$ cat src/rtl/key_evt_pkg.sv
// Shared types and 12 MHz default timing constants for the key event classifier.
package key_evt_pkg;

  localparam int unsigned CNT_W_DFLT     = 24;
  localparam int unsigned LONG_CYC_12M   = 12_000_000;
  localparam int unsigned DBL_CYC_12M    = 3_600_000;
  localparam int unsigned REPEAT_CYC_12M = 2_400_000;

  typedef enum logic [2:0] {
    StIdle   = 3'd0,
    StPress1 = 3'd1,
    StWait2  = 3'd2,
    StPress2 = 3'd3,
    StHold   = 3'd4
  } key_state_e;

endpackage

$ cat src/rtl/key_event_classifier_if.sv
// Key inputs from the debouncer and gesture event outputs to the application.
interface key_event_classifier_if;

  logic key_pulse;
  logic key_level;
  logic single_click;
  logic double_click;
  logic long_press;
  logic repeat_pulse;
  logic busy;

  modport master (
    output key_pulse,
    output key_level,
    input  single_click,
    input  double_click,
    input  long_press,
    input  repeat_pulse,
    input  busy
  );

  modport slave (
    input  key_pulse,
    input  key_level,
    output single_click,
    output double_click,
    output long_press,
    output repeat_pulse,
    output busy
  );

endinterface

$ cat src/rtl/key_evt_timer.sv
// Saturating gesture timer; o_tc flags when the count equals the selected terminal value.
module key_evt_timer
  import key_evt_pkg::*;
#(
  parameter int unsigned CNT_W = CNT_W_DFLT
) (
  input  logic             clk,
  input  logic             rst,
  input  logic             i_clr,
  input  logic             i_en,
  input  logic [CNT_W-1:0] i_term,
  output logic             o_tc
);

  logic [CNT_W-1:0] r_cnt;

  always_ff @(posedge clk or negedge rst) begin
    if (!rst) begin
      r_cnt <= '0;
    end else if (i_clr) begin
      r_cnt <= '0;
    end else if (i_en && (r_cnt != '1)) begin
      r_cnt <= r_cnt + 1'b1;
    end
  end

  assign o_tc = (r_cnt == i_term);

endmodule

$ cat src/rtl/key_event_classifier.sv
// Classifies debounced key gestures into single click, double click and long press pulses.
// Optional auto-repeat while held after a long press is enabled by defining KEY_REPEAT_EN.
module key_event_classifier
  import key_evt_pkg::*;
#(
  parameter int unsigned CNT_W      = CNT_W_DFLT,
  parameter int unsigned LONG_CYC   = LONG_CYC_12M,
  parameter int unsigned DBL_CYC    = DBL_CYC_12M,
  parameter int unsigned REPEAT_CYC = REPEAT_CYC_12M
) (
  input logic                   clk,
  input logic                   rst,
  key_event_classifier_if.slave key_bus
);

  localparam longint unsigned CntMax = (64'd1 << CNT_W) - 64'd1;

  if ((64'(LONG_CYC) - 64'd1) > CntMax || (64'(DBL_CYC) - 64'd1) > CntMax ||
      (64'(REPEAT_CYC) - 64'd1) > CntMax) begin : g_cnt_w_check
    $error("CNT_W too narrow for the configured cycle counts");
  end

  key_state_e       r_state;
  logic             r_single;
  logic             r_double;
  logic             r_long;
  logic             r_repeat;
  logic             r_busy;

  logic [CNT_W-1:0] w_term;
  logic             w_timed;
  logic             w_leave;
  logic             w_clr;
  logic             w_tc;

  // One timer shared by all timed states; the terminal value follows the current state.
  always_comb begin
    w_term  = '0;
    w_timed = 1'b0;
    unique case (r_state)
      StPress1: begin
        w_term  = CNT_W'(LONG_CYC - 1);
        w_timed = 1'b1;
      end
      StWait2: begin
        w_term  = CNT_W'(DBL_CYC - 1);
        w_timed = 1'b1;
      end
`ifdef KEY_REPEAT_EN
      StHold: begin
        w_term  = CNT_W'(REPEAT_CYC - 1);
        w_timed = 1'b1;
      end
`endif
      default: ;
    endcase
  end

  // Any state exit (or repeat wrap) restarts the timer from zero.
  always_comb begin
    w_leave = 1'b0;
    unique case (r_state)
      StPress1: w_leave = key_bus.key_level | w_tc;
      StWait2:  w_leave = key_bus.key_pulse | w_tc;
`ifdef KEY_REPEAT_EN
      StHold:   w_leave = key_bus.key_level | w_tc;
`endif
      default:  w_leave = 1'b0;
    endcase
  end

  assign w_clr = ~w_timed | w_leave;

  key_evt_timer #(
    .CNT_W (CNT_W)
  ) u_timer (
    .clk    (clk),
    .rst    (rst),
    .i_clr  (w_clr),
    .i_en   (w_timed),
    .i_term (w_term),
    .o_tc   (w_tc)
  );

  always_ff @(posedge clk or negedge rst) begin
    if (!rst) begin
      r_state  <= StIdle;
      r_single <= 1'b0;
      r_double <= 1'b0;
      r_long   <= 1'b0;
      r_repeat <= 1'b0;
      r_busy   <= 1'b0;
    end else begin
      r_single <= 1'b0;
      r_double <= 1'b0;
      r_long   <= 1'b0;
      r_repeat <= 1'b0;
      unique case (r_state)
        StIdle: begin
          if (key_bus.key_pulse) begin
            r_state <= StPress1;
            r_busy  <= 1'b1;
          end
        end
        StPress1: begin
          // Release wins over a coincident long-press timeout.
          if (key_bus.key_level) begin
            r_state <= StWait2;
          end else if (w_tc) begin
            r_long  <= 1'b1;
            r_state <= StHold;
          end
        end
        StWait2: begin
          if (key_bus.key_pulse) begin
            r_state <= StPress2;
          end else if (w_tc) begin
            r_single <= 1'b1;
            r_state  <= StIdle;
            r_busy   <= 1'b0;
          end
        end
        StPress2: begin
          if (key_bus.key_level) begin
            r_double <= 1'b1;
            r_state  <= StIdle;
            r_busy   <= 1'b0;
          end
        end
        StHold: begin
          if (key_bus.key_level) begin
            r_state <= StIdle;
            r_busy  <= 1'b0;
          end
`ifdef KEY_REPEAT_EN
          else if (w_tc) begin
            r_repeat <= 1'b1;
          end
`endif
        end
        default: begin
          r_state <= StIdle;
          r_busy  <= 1'b0;
        end
      endcase
    end
  end

  assign key_bus.single_click = r_single;
  assign key_bus.double_click = r_double;
  assign key_bus.long_press   = r_long;
`ifdef KEY_REPEAT_EN
  assign key_bus.repeat_pulse = r_repeat;
`else
  assign key_bus.repeat_pulse = 1'b0;
`endif
  assign key_bus.busy         = r_busy;

endmodule

$ cat src/flat_wrapper.sv
// flat-port wrapper written by rule: the top's interface ports become plain ports
module key_event_classifier_flat import key_evt_pkg::*;
#(
  parameter int unsigned CNT_W      = CNT_W_DFLT,
  parameter int unsigned LONG_CYC   = LONG_CYC_12M,
  parameter int unsigned DBL_CYC    = DBL_CYC_12M,
  parameter int unsigned REPEAT_CYC = REPEAT_CYC_12M
)
  (clk, rst, key_bus_key_pulse, key_bus_key_level, key_bus_single_click, key_bus_double_click, key_bus_long_press, key_bus_repeat_pulse, key_bus_busy);
  key_event_classifier_if key_bus_i ();
  input logic clk;
  input logic rst;
  input wire logic [$bits(key_bus_i.key_pulse)-1:0] key_bus_key_pulse;
  input wire logic [$bits(key_bus_i.key_level)-1:0] key_bus_key_level;
  output wire logic [$bits(key_bus_i.single_click)-1:0] key_bus_single_click;
  output wire logic [$bits(key_bus_i.double_click)-1:0] key_bus_double_click;
  output wire logic [$bits(key_bus_i.long_press)-1:0] key_bus_long_press;
  output wire logic [$bits(key_bus_i.repeat_pulse)-1:0] key_bus_repeat_pulse;
  output wire logic [$bits(key_bus_i.busy)-1:0] key_bus_busy;
  assign key_bus_i.key_pulse = key_bus_key_pulse;
  assign key_bus_i.key_level = key_bus_key_level;
  assign key_bus_single_click = key_bus_i.single_click;
  assign key_bus_double_click = key_bus_i.double_click;
  assign key_bus_long_press = key_bus_i.long_press;
  assign key_bus_repeat_pulse = key_bus_i.repeat_pulse;
  assign key_bus_busy = key_bus_i.busy;
  key_event_classifier #(.CNT_W(CNT_W), .LONG_CYC(LONG_CYC), .DBL_CYC(DBL_CYC), .REPEAT_CYC(REPEAT_CYC)) u_core (.clk(clk), .rst(rst), .key_bus(key_bus_i));
endmodule
$ cat config.mk
export PLATFORM = sky130hd
export DESIGN_NAME = key_event_classifier_flat
export DESIGN_NICKNAME = d
export VERILOG_FILES = /design/src/rtl/key_evt_pkg.sv /design/src/rtl/key_event_classifier_if.sv /design/src/rtl/key_evt_timer.sv /design/src/rtl/key_event_classifier.sv /design/src/flat_wrapper.sv
export SDC_FILE = /design/constraint.sdc
export NUM_CORES = 1
export LEC_CHECK = 0
export ABC_AREA = 1
export CORE_MARGIN = 5
export CORE_UTILIZATION = 40
export CTS_CLUSTER_DIAMETER = 120
export DETAILED_ROUTE_END_ITERATION = 8
export PLACE_DENSITY = 0.68
export SLEW_MARGIN = 10
export SYNTH_ARGS = -nofsm -noshare
export SYNTH_HDL_FRONTEND = slang
export SYNTH_HIERARCHICAL = 1
export SYNTH_SLANG_ARGS = --single-unit
$ cat constraint.sdc
create_clock -name clk -period 4.03 [get_ports clk]
set_input_delay 0.806 -clock clk [delete_from_list [all_inputs] [get_ports clk]]
set_output_delay 0.806 -clock clk [all_outputs]
set_load 0.02 [all_outputs]
==> flow_summary.json <==
{
  "start_util_pct": 40.53,
  "grt.overflow.total": 0,
  "min_period_ps": 3118,
  "dr.pass1.iters": 5,
  "vias": 2148,
  "cts.sinks": 31,
  "path_buf_inv": 4,
  "status": "finished clean",
  "clock_path_buffers": 2,
  "ys_types": 35,
  "grt_pass1_vias": 2029,
  "track_usage_pct": 15.57,
  "cts_resized": 0,
  "path_clk_slew_ps": 70,
  "worst-path-max-fanout": 18,
  "antenna_cells": 0,
  "drt-initial-drc-count": 171,
  "io_buffer_count": 7,
  "path_common_cell": "nand2_1",
  "finalSetupViolCount": 0,
  "wirelength_mm": 5.418,
  "layout_commonest_cell": "nand2_1",
  "worst_pin_slew_ps": 798.1,
  "ant_nets": 0,
  "wl_per_cell_um": 12.57,
  "syn_to_final_growth_pct": 8.866,
  "final_layout_size_suffix_gt1_share_pct": 9.270,
  "drc": 0,
  "coreArea_um2": 5851,
  "synth_area_per_cell_um2": 6.833,
  "hold_path_class": "flip-flop to flip-flop",
  "routed_via_density": 4.984,
  "cp.required_ps": 4200,
  "holdWs_ps": 475.6,
  "slowest_stage": "nand2_1",
  "crit_chain": "inv_2 -> nor2_2 -> nand2_2 -> nand2_1 -> xor2_1 -> nor3_1 -> nand4_1 -> nor2_1 -> a21oi_1 -> nand3_1 -> clkinv_1 -> buf_4 -> nand2_4 -> inv_6 -> nand2_1 -> nand2_1",
  "detailed_place_hpwl_mm": 3.920,
  "p_leak_nw": 1.195,
  "htreeDepth": 2,
  "die_h_um": 86.99,
  "final_cell_mix": "nand2_1, nor2_1, inv_1, dfrtp_1, nand3_1",
  "fin_setup_tns_ps": 0,
  "drv_cap": 0,
  "grt_setup_unrepaired": "false",
  "crit_path_start_kind": "flip-flop",
  "synth_area_um2": 2371,
  "cts-root-buf": "clkbuf_8",
  "grt_pass1_wl_mm": 9.390,
  "p_total_w": 0.001230,
  "grt_max_degree": 32,
  "yosys_warnings": 6,
  "clock_skew_ps": 5.292,
  "postCtsSetupBuffers": 0,
  "vdd_drop_max_mv": 0.2426,
  "endpoint_kind": "flip-flop",
  "max_freq_mhz": 320.7,
  "critPathTopFamily": "simple AND/OR/NAND/NOR gates",
  "synthCells": 347,
  "ys_seq_area_share_pct": 32.72,
  "cts_tree": "yes",
  "die_area_um2": 7567,
  "hold_violations": 0,
  "power.density_nw_per_um2": 476.5,
  "cp_slowest_stage_delay_ps": 600,
  "clk_latency_ps": 280,
  "finalMaxSlewViolations": 0,
  "crit_type": "flip-flop to flip-flop",
  "cts-hold-fix-buffers": 0,
  "rows": 28,
  "place_congestion": 0.8756,
  "die_w_um": 86.99,
  "setup_ws_ps": 912.0,
  "fin_nets": 360,
  "antenna_found_initial": 0,
  "arrival_ps": 3290,
  "max_slew_margin_pct": 46.66,
  "io_pins": 9,
  "fin_crit_sh_pct": 77.37,
  "synth_seq_cells": 31,
  "dp_slack_ps": 958.4,
  "cts_made_buffers": 5
}
-- layout make-up --
class                   instances  area, µm²
clock buffers                   8      100.1
fillers                       591       3269
inverters                      39      151.4
multi-input cells             268       1368
flip-flops and latches         31      775.7
well taps                      75      93.84
repair buffers                 10      92.59
-- state kept, by name (all words and copies together), names as in the netlist --
signal and cells:
u_core/u_timer/r_cnt 24, u_core/r_state 3, u_core/key_bus.busy 1, u_core/key_bus.double_click 1, u_core/key_bus.long_press 1, u_core/key_bus.single_click 1
-- worst register-to-register path, delay by kind of cell (launching register included) --
kind,cells,cell delay [ps]
AND/OR/NAND/NOR,10,1860
buffers and inverters,4,470
XOR/XNOR,1,170
flip-flops,1,450
AO/OA/AOI/OAI,1,60
-- report_power, final --
part	internal, W	switching [W]
registers	0.000334	0.0000270
clock network	0.000156	0.000117
logic	0.000202	0.000394
-- per-layer routing --
metal | global-route usage [%] | part of all wire, % | routed length [µm]
met1 | 21.10 | 49 | 2676
met2 | 25.19 | 45 | 2465
met3 | 2.554 | 4.0 | 217
met4 | 5.099 | 1.1 | 58
met5 | 0 | 0 | 0
-- cell usage after synthesis (all sizes together) --
cell	count	area, µm²
nand3b	1	7.510
buf	8	70.07
clkinv	2	7.510
dfrtp	31	775.7
a21oi	7	38.79
or2	2	12.51
nor3	3	20.02
clkbuf	4	17.52
nand3	31	170.2
ha	1	12.51
xor2	10	87.58
o211ai	2	15.01
nand2	113	456.7
nor2	46	200.2
inv	37	143.9
o21bai	2	15.01
conb	1	3.750
nor3b	1	7.510
xnor2	18	157.7
nand4	13	81.33
o21ai	14	70.07
-- metrics by stage --
step	cell area, µm²	util [%]	cells
after global routing	2581	44.12	431
after floorplan	2382	-	350
final	2581	44.12	431
after detailed placement	2481	42.41	423
after global placement	2481	42.41	423
after CTS	2581	44.12	431
-- final timing paths --
path                                      from                           to  slack, ps  cells after the start
max                          u_core/r_state[1]      u_core/u_timer/r_cnt[2]        910                     16
min                        u_core/key_bus.busy          u_core/key_bus.busy        480                      2
max reg2reg                  u_core/r_state[1]      u_core/u_timer/r_cnt[2]        910                     16
min reg2reg                u_core/key_bus.busy          u_core/key_bus.busy        480                      2
max in group asynchronous                  rst     u_core/u_timer/r_cnt[10]       2800                      2
min in group asynchronous                  rst  u_core/key_bus.double_click        920                      2
-- kinds of logic after synthesis --
| logic type | share of synthesized area, % |
|---|---|
| DFF | 32.72 |
| other | 0.1582 |
| AOI/OAI and AO/OA | 5.857 |
| adders and majority gates | 0.5276 |
| buffers and inverters | 10.08 |
| xor gates and xnor gates | 10.34 |
| and+or+nand+nor | 40.32 |
(Power assumes the default switching activity.)
